$ cat config.mk
export PLATFORM = sky130hd
export DESIGN_NAME = generic_stream_fifo
export DESIGN_NICKNAME = d
export VERILOG_FILES = /design/src/rtl/generic_stream_fifo.sv
export SDC_FILE = /design/constraint.sdc
export NUM_CORES = 1
export LEC_CHECK = 0
export CORE_MARGIN = 5
export CORE_UTILIZATION = 44
export DETAILED_ROUTE_END_ITERATION = 7
export PLACE_DENSITY = 0.83
export SYNTH_ARGS = -nofsm -noshare
export SYNTH_HDL_FRONTEND = slang
export SYNTH_SLANG_ARGS = --single-unit
$ cat constraint.sdc
create_clock -name i_clk -period 2.45 [get_ports i_clk]
set_clock_uncertainty 0.15 [all_clocks]
set_input_delay 0.49 -clock i_clk [delete_from_list [all_inputs] [get_ports i_clk]]
set_output_delay 0.49 -clock i_clk [all_outputs]
set_load 0.05 [all_outputs]
$ cat src/rtl/generic_stream_fifo.sv
// Parametrised valid/ready stream FIFO with selectable depth, almost-full
// threshold, synchronous flush and optional first-word-fall-through output.
module generic_stream_fifo #(
    parameter int WIDTH        = 2,
    parameter int DEPTH        = 4,
    parameter int AF_THRESHOLD = DEPTH - 1,
    parameter int FWFT         = 1
) (
    input  logic                       i_clk,
    input  logic                       i_rst,
    input  logic                       i_clear,
    input  logic                       i_push_valid,
    output logic                       o_push_ready,
    input  logic [WIDTH-1:0]           i_push_data,
    output logic                       o_pop_valid,
    input  logic                       i_pop_ready,
    output logic [WIDTH-1:0]           o_pop_data,
    output logic [$clog2(DEPTH+1)-1:0] o_count,
    output logic                       o_empty,
    output logic                       o_full,
    output logic                       o_almost_full
);
    localparam int CW = $clog2(DEPTH + 1);
    localparam int PW = (DEPTH > 1) ? $clog2(DEPTH) : 1;
    localparam logic [CW-1:0] DEPTH_C  = CW'(DEPTH);
    localparam logic [CW-1:0] AF_C     = CW'(AF_THRESHOLD);
    localparam logic [PW-1:0] PTR_LAST = PW'(DEPTH - 1);

    logic [WIDTH-1:0] mem_q [DEPTH];
    logic [PW-1:0]    wr_ptr_q, wr_ptr_d;
    logic [PW-1:0]    rd_ptr_q, rd_ptr_d;
    logic [CW-1:0]    count_q, count_d;
    logic [CW-1:0]    store_cnt;
    logic             out_valid_q, out_valid_d;
    logic [WIDTH-1:0] out_data_q, out_data_d;
    logic             push_fire, pop_fire, mem_we;

    function automatic logic [PW-1:0] ptr_inc(input logic [PW-1:0] p);
        return (p == PTR_LAST) ? '0 : p + 1'b1;
    endfunction

    assign o_push_ready  = (count_q != DEPTH_C);
    assign o_pop_valid   = (FWFT != 0) ? (count_q != '0) : out_valid_q;
    // out_data_q doubles as the hold register for FWFT once the FIFO drains
    assign o_pop_data    = ((FWFT != 0) && (count_q != '0)) ? mem_q[rd_ptr_q] : out_data_q;
    assign o_count       = count_q;
    assign o_empty       = (count_q == '0);
    assign o_full        = (count_q == DEPTH_C);
    assign o_almost_full = (count_q >= AF_C);

    always_comb begin
        push_fire   = i_push_valid && o_push_ready;
        pop_fire    = o_pop_valid && i_pop_ready;
        mem_we      = push_fire && !i_clear;
        wr_ptr_d    = wr_ptr_q;
        rd_ptr_d    = rd_ptr_q;
        count_d     = count_q;
        out_valid_d = out_valid_q;
        out_data_d  = out_data_q;
        store_cnt   = count_q - CW'(out_valid_q);

        if (push_fire) begin
            wr_ptr_d = ptr_inc(wr_ptr_q);
        end

        if (FWFT != 0) begin
            if (pop_fire) begin
                rd_ptr_d   = ptr_inc(rd_ptr_q);
                out_data_d = mem_q[rd_ptr_q];
            end
        end else if (!out_valid_q || pop_fire) begin
            // Output register refills from storage only; a same-cycle push is not bypassed
            if (store_cnt != '0) begin
                out_valid_d = 1'b1;
                out_data_d  = mem_q[rd_ptr_q];
                rd_ptr_d    = ptr_inc(rd_ptr_q);
            end else begin
                out_valid_d = 1'b0;
            end
        end

        if (push_fire && !pop_fire) begin
            count_d = count_q + 1'b1;
        end else if (!push_fire && pop_fire) begin
            count_d = count_q - 1'b1;
        end

        if (i_clear) begin
            wr_ptr_d    = '0;
            rd_ptr_d    = '0;
            count_d     = '0;
            out_valid_d = 1'b0;
            out_data_d  = '0;
        end
    end

    always_ff @(posedge i_clk) begin
        if (mem_we) begin
            mem_q[wr_ptr_q] <= i_push_data;
        end
    end

    always_ff @(posedge i_clk) begin
        if (i_rst) begin
            wr_ptr_q    <= '0;
            rd_ptr_q    <= '0;
            count_q     <= '0;
            out_valid_q <= 1'b0;
            out_data_q  <= '0;
        end else begin
            wr_ptr_q    <= wr_ptr_d;
            rd_ptr_q    <= rd_ptr_d;
            count_q     <= count_d;
            out_valid_q <= out_valid_d;
            out_data_q  <= out_data_d;
        end
    end
endmodule

After elaboration in Yosys (flattened, before gate mapping). Memories as Yosys holds them, arrays and structs flattened. A register that Yosys moved wholly into a read port is not among the register bits. Cells that the tools add are included.

Shift operators: 0. Magnitude comparators: 1. Equal/unequal tests: 4. Divide/modulo/power cells: 0. Reductions and logical operators: 12. Add/sub/neg operators: 4. Bitwise logic cells: 0. Multiplexer cells: 9. Multiply operators: 0.

Operators with widths (count): $mux 2 (5); $mux 3 (2); $logic_and 1x1->1 (5); $add 2x1->2 const B (2); $eq 2x2->1 const B (2); $add 3x1->3 const B (1); $eq 3x3->1 const B (1); $ge 3x2->1 const B (1); $logic_not 1->1 (3); $logic_not 3->1 (1); $ne 3x3->1 const B (1); $reduce_bool 3->1 (1); $sub 3x1->3 const B (1); $mux 1 (2); $reduce_bool 2->1 (1); $reduce_or 2->1 (1).

Bits in latches: 0. Memory bits (writable): 8. Input port bits: 7. Memories: 1. Output and inout bits: 10. Logic and storage cells: 35. Memory bits (read-only): 0. Register bits after elaboration: 9.

Memory list: mem_q (depth 4, width 2, read ports 1, clocked after Yosys merged registers in 1, wr ports 1, line 29) `logic [WIDTH-1:0] mem_q [DEPTH];`.

Depth between registers and ports, before layout.
Depth after elaboration: 6. Depth in mapped cells: 9. Mapped depth without buffers: 9.

Least setup slack after synthesis. No wires, ideal clock.

Kind: reg2out. From: register count_q[1], in the netlist o_count[1]. To: output o_pop_valid. Path buffers: 0. Data required time: 1810 ps. Setup slack: -683 ps. Data arrival time: 2493 ps. Stages on the path, launching flop included: 3. Cell sequence: dfxtp_1 nor3_1 inv_1.

Longest elaborated chain between the ends: 1.

RTL lines: from (decl) (line 32) `logic [CW-1:0] count_q, count_d;`; from (signal assigned) (line 113) `count_q <= count_d;`; $reduce_bool 3->1 (line 43) `assign o_pop_valid = (FWFT != 0) ? (count_q != '0) : out_valid_q;`; to (decl) (line 15) `output logic o_pop_valid,`.

No other way between the ends.

Worst setup path after layout.
From: input i_push_valid. To: register count_q[2], in the netlist o_count[2].

Longest elaborated chain between the ends: 4. Elaborated cells on any way between the ends: 6. Those cells by class: mux (1); reduce/logical (5).

RTL lines: from (decl) (line 12) `input logic i_push_valid,`; $logic_and 1x1->1 * (line 52) `push_fire = i_push_valid && o_push_ready;`; net push_fire (line 36) `logic push_fire, pop_fire, mem_we;`; $logic_not 1->1 (line 84) `end else if (!push_fire && pop_fire) begin`; $logic_and 1x1->1 (line 84); $reduce_bool 2->1 (no line).

The timed path passes the listed nets; every way through them passes the cells marked *. A chain may end at the register's enable or synchronous reset.

==> results_dict.tcl <==
set metrics [dict create \
    status "finished, final reports clean" \
    clk_path_buf_depth 2 \
    drive_above_1_share_pct 29.8 \
    routed-wl-met2_um 655 \
    leakagePower_nw 0.482 \
    area_delta_synth_final_pct 29.5 \
    final_nets 109 \
    end_kind "flip-flop" \
    ys_ff_latch 19 \
    worst_pin_slew_ns 0.502 \
    crit_chain "clkdlybuf4s50_1 > nand2_2 > inv_1 > ha_1 > inv_1 > fa_1 > xor2_1 > or3_2 > a21oi_1" \
    drc 0 \
    min_period_ns 2.32 \
    clk_pin_slew_ns 0.11 \
    placed_cells 117 \
    crit_slowest_cell "clkdlybuf4s50_1" \
    timing.max_cap.violations 0 \
    p_sw_w 0.000260 \
    drt_iter0_drc 9 \
    firstDrtPassIters 3 \
    final_cells 121 \
    worstReg2RegEnd "o_count[2]" \
    layout_common_cells "clkdlybuf4s50_1 (10), dfxtp_1 (8), edfxtp_1 (8), buf_4 (8)" \
    hold_ws_ns 0.351 \
    insertion_delay_ns 0.28 \
    final_common_cell "clkdlybuf4s50_1" \
    dieArea_sq_um 2980 \
    synth_top_family_by_area "multiplexers" \
    drt_wl_total_um 1380 \
    fp.dieW_um 54.6 \
    syn_inst 71 \
    numCtsBuffers 3 \
    syn-mean-instance-area_sq_um 12.3 \
    seq_area_sq_um 472 \
    initial_utilization_pct 45.4 \
    antenna_found_initial 0 \
    peakVddDrop_mv 0.470 \
    hold_viol_final 0 \
    p_int_w 0.000504 \
    fill_cells 167 \
    crit_path_start_kind "input pin" \
    synthMuxAreaShare_pct 12.3 \
    top_layer "met4" \
    cts-root-buf "clkbuf_4" \
    regToRegSetupSlack_ns 0.15 \
    num_rows 16 \
    synthAdderAreaFrac_pct 10.9 \
    vias 589 \
    cp.depth 9 \
    fin_crit_sh_pct 94.8 \
    setup_violations 0 \
    post-route-util_pct 58.9 \
    insertedDiodeCount 0 \
    io_pins 17 \
    r2r-start "o_count[2]" \
    cts_tree "built" \
    max_freq_ghz 0.430 \
    rsz0062_at_grt "no" \
    swShare_pct 34.0 \
    power_density_nw_per_um2 675 \
    crit_end "o_count[2]" \
    max_slew_margin_pct 66.5 \
    multi_input_area_sq_um 390 \
    die_h_um 54.6 \
    synth-compound-area-share_pct 6.45 \
    cts.sinks 19 \
    ant_nets 0 \
    met1Wirelength_um 647 \
    hpwl_um 1110 \
    routedWlPerCell_um 11.4 \
    path_class "in2reg" \
    worstHoldPathType "reg2reg" \
    pwr-share-comb_pct 32.8 \
    yosysSeqAreaShare_pct 52.7 \
    hp-start "out_data_q[1]" \
    grt_pass1_wl_um 2330 \
    gp_congestion 0.653 \
    htree_levels 1 \
    overflow 0 \
    wl_met3_um 53 \
    synthSimpleGateAreaFrac_pct 12.2 \
    critical_path.startpoint "i_push_valid" \
    postCtsSetupBuffers 0 \
    grt_use_total_pct 10.8 \
    syn_area_sq_um 873 \
    grt_pass1_vias 517 \
    cp_top_family "buffers and inverters" \
    worst-path-buf-inv 3 \
    worst_r2r_path_depth 7 \
    crit_arrival_ns 2.39 \
    synth_cell_type_count 24 \
    worst_path_largest_cell_delay_ns 0.49 \
    grt_max_degree 12 \
    ctsHoldBuffers 0 \
    required_ns 2.52 \
    slew_viol_final 0 \
    core_area_sq_um 1920 \
    critPathMostFrequentCell "inv_1" \
    yosys.area_share.xor_xnor_pct 2.01 \
    vias_per_cell 4.87 \
    final.setup.tns_ns 0 \
    port_buffers 16 \
    p_seq_share_pct 47.0 \
    syn_nets 85 \
    p_clk_share_pct 20.2 \
    crit_fanout 2 \
    yosys_warnings 0 \
]
==> synth_stat cells <==
library cell / count / area (sq um)
a21o_2: 1 / 8.76
a21oi_1: 4 / 20.0
clkbuf_1: 1 / 3.75
dfxtp_1: 11 / 220
edfxtp_1: 8 / 240
fa_1: 1 / 20.0
ha_1: 6 / 75.1
inv_1: 6 / 22.5
inv_2: 1 / 3.75
mux2_2: 2 / 22.5
mux2i_1: 4 / 40.0
mux4_2: 2 / 45.0
nand2_1: 2 / 7.51
nand3_1: 1 / 5.00
nor2_1: 5 / 18.8
nor3_1: 1 / 5.00
nor3b_1: 4 / 30.0
o21ai_0: 3 / 15.0
o31ai_2: 1 / 12.5
or2_2: 1 / 6.26
or3_2: 2 / 15.0
or3b_4: 1 / 11.3
or4_1: 1 / 7.51
xor2_1: 2 / 17.5
==> power by group through the flow <==
stage / combinational (W) / clock [W] / sequential (W)
after floorplan: 0.000157 / 0 / 0.000382
final: 0.000251 / 0.000154 / 0.000359
after detailed placement: 0.000254 / 0 / 0.000367
after CTS: 0.000254 / 0.000156 / 0.000359
after global placement: 0.000249 / 0 / 0.000366
after global routing: 0.000267 / 0.000174 / 0.000363
==> worst min-delay path by stage <==
stage	to	cells after the start
after CTS	rd_ptr_q[0]	2
final	out_data_q[1]	2
after global placement	out_data_q[0]	2
after floorplan	out_data_q[0]	2
after detailed placement	out_data_q[1]	2
after global routing	rd_ptr_q[0]	2
==> cell type report <==
cell class | count | area share [%]
Multi-Input combinational cell | 44 | 34.5
Timing Repair Buffer | 20 | 16.0
Clock buffer | 3 | 1.99
Inverter | 7 | 2.32
Sequential cell | 19 | 41.7
Tap cell | 27 | 2.99
Clock inverter | 1 | 0.442
==> layer usage <==
layer | track usage [%] | vias to the layer above
li1 | - | 296
met4 | 2.49 | 0
met1 | 14.6 | 280
met3 | 1.63 | 2
met2 | 18.1 | 11
met5 | 0 | -
==> tightest hold or removal path: cells and delay by family, from the launching register on <==
| family | cells | cell delay [ns] |
|---|---|---|
| AND/OR/NAND/NOR | 1 | 0.07 |
| flip-flops | 1 | 0.34 |
| multiplexers | 1 | 0.07 |
==> repair_timing <==
| item | in CTS | in global routing |
|---|---|---|
| endpoints found under the setup margin | 1 | 1 |
| pin swaps | 0 | 0 |
| gates resized for setup | 1 | 1 |
| hold endpoints to repair | 0 | 0 |
| cloned | 0 | 0 |
==> logic make-up after synthesis <==
group                      Yosys count
muxes                                8
DFF                                 19
adders and majority gates            7
and+or+nand+nor                     18
xor gates and xnor gates             2
AOI/OAI and AO/OA                    9
buffers and inverters                8
==> metrics by stage <==
stage	instance area, sq um	total power (W)	setup WS [ns]
after CTS	1130	0.000769	0.0567
final	1130	0.000764	0.127
after floorplan	892	0.000539	0.000901
after global placement	1100	0.000615	-0.101
after detailed placement	1100	0.000621	-0.171
after global routing	1130	0.000804	0.0348
No activity file was read; power rests on OpenSTA's default activity.
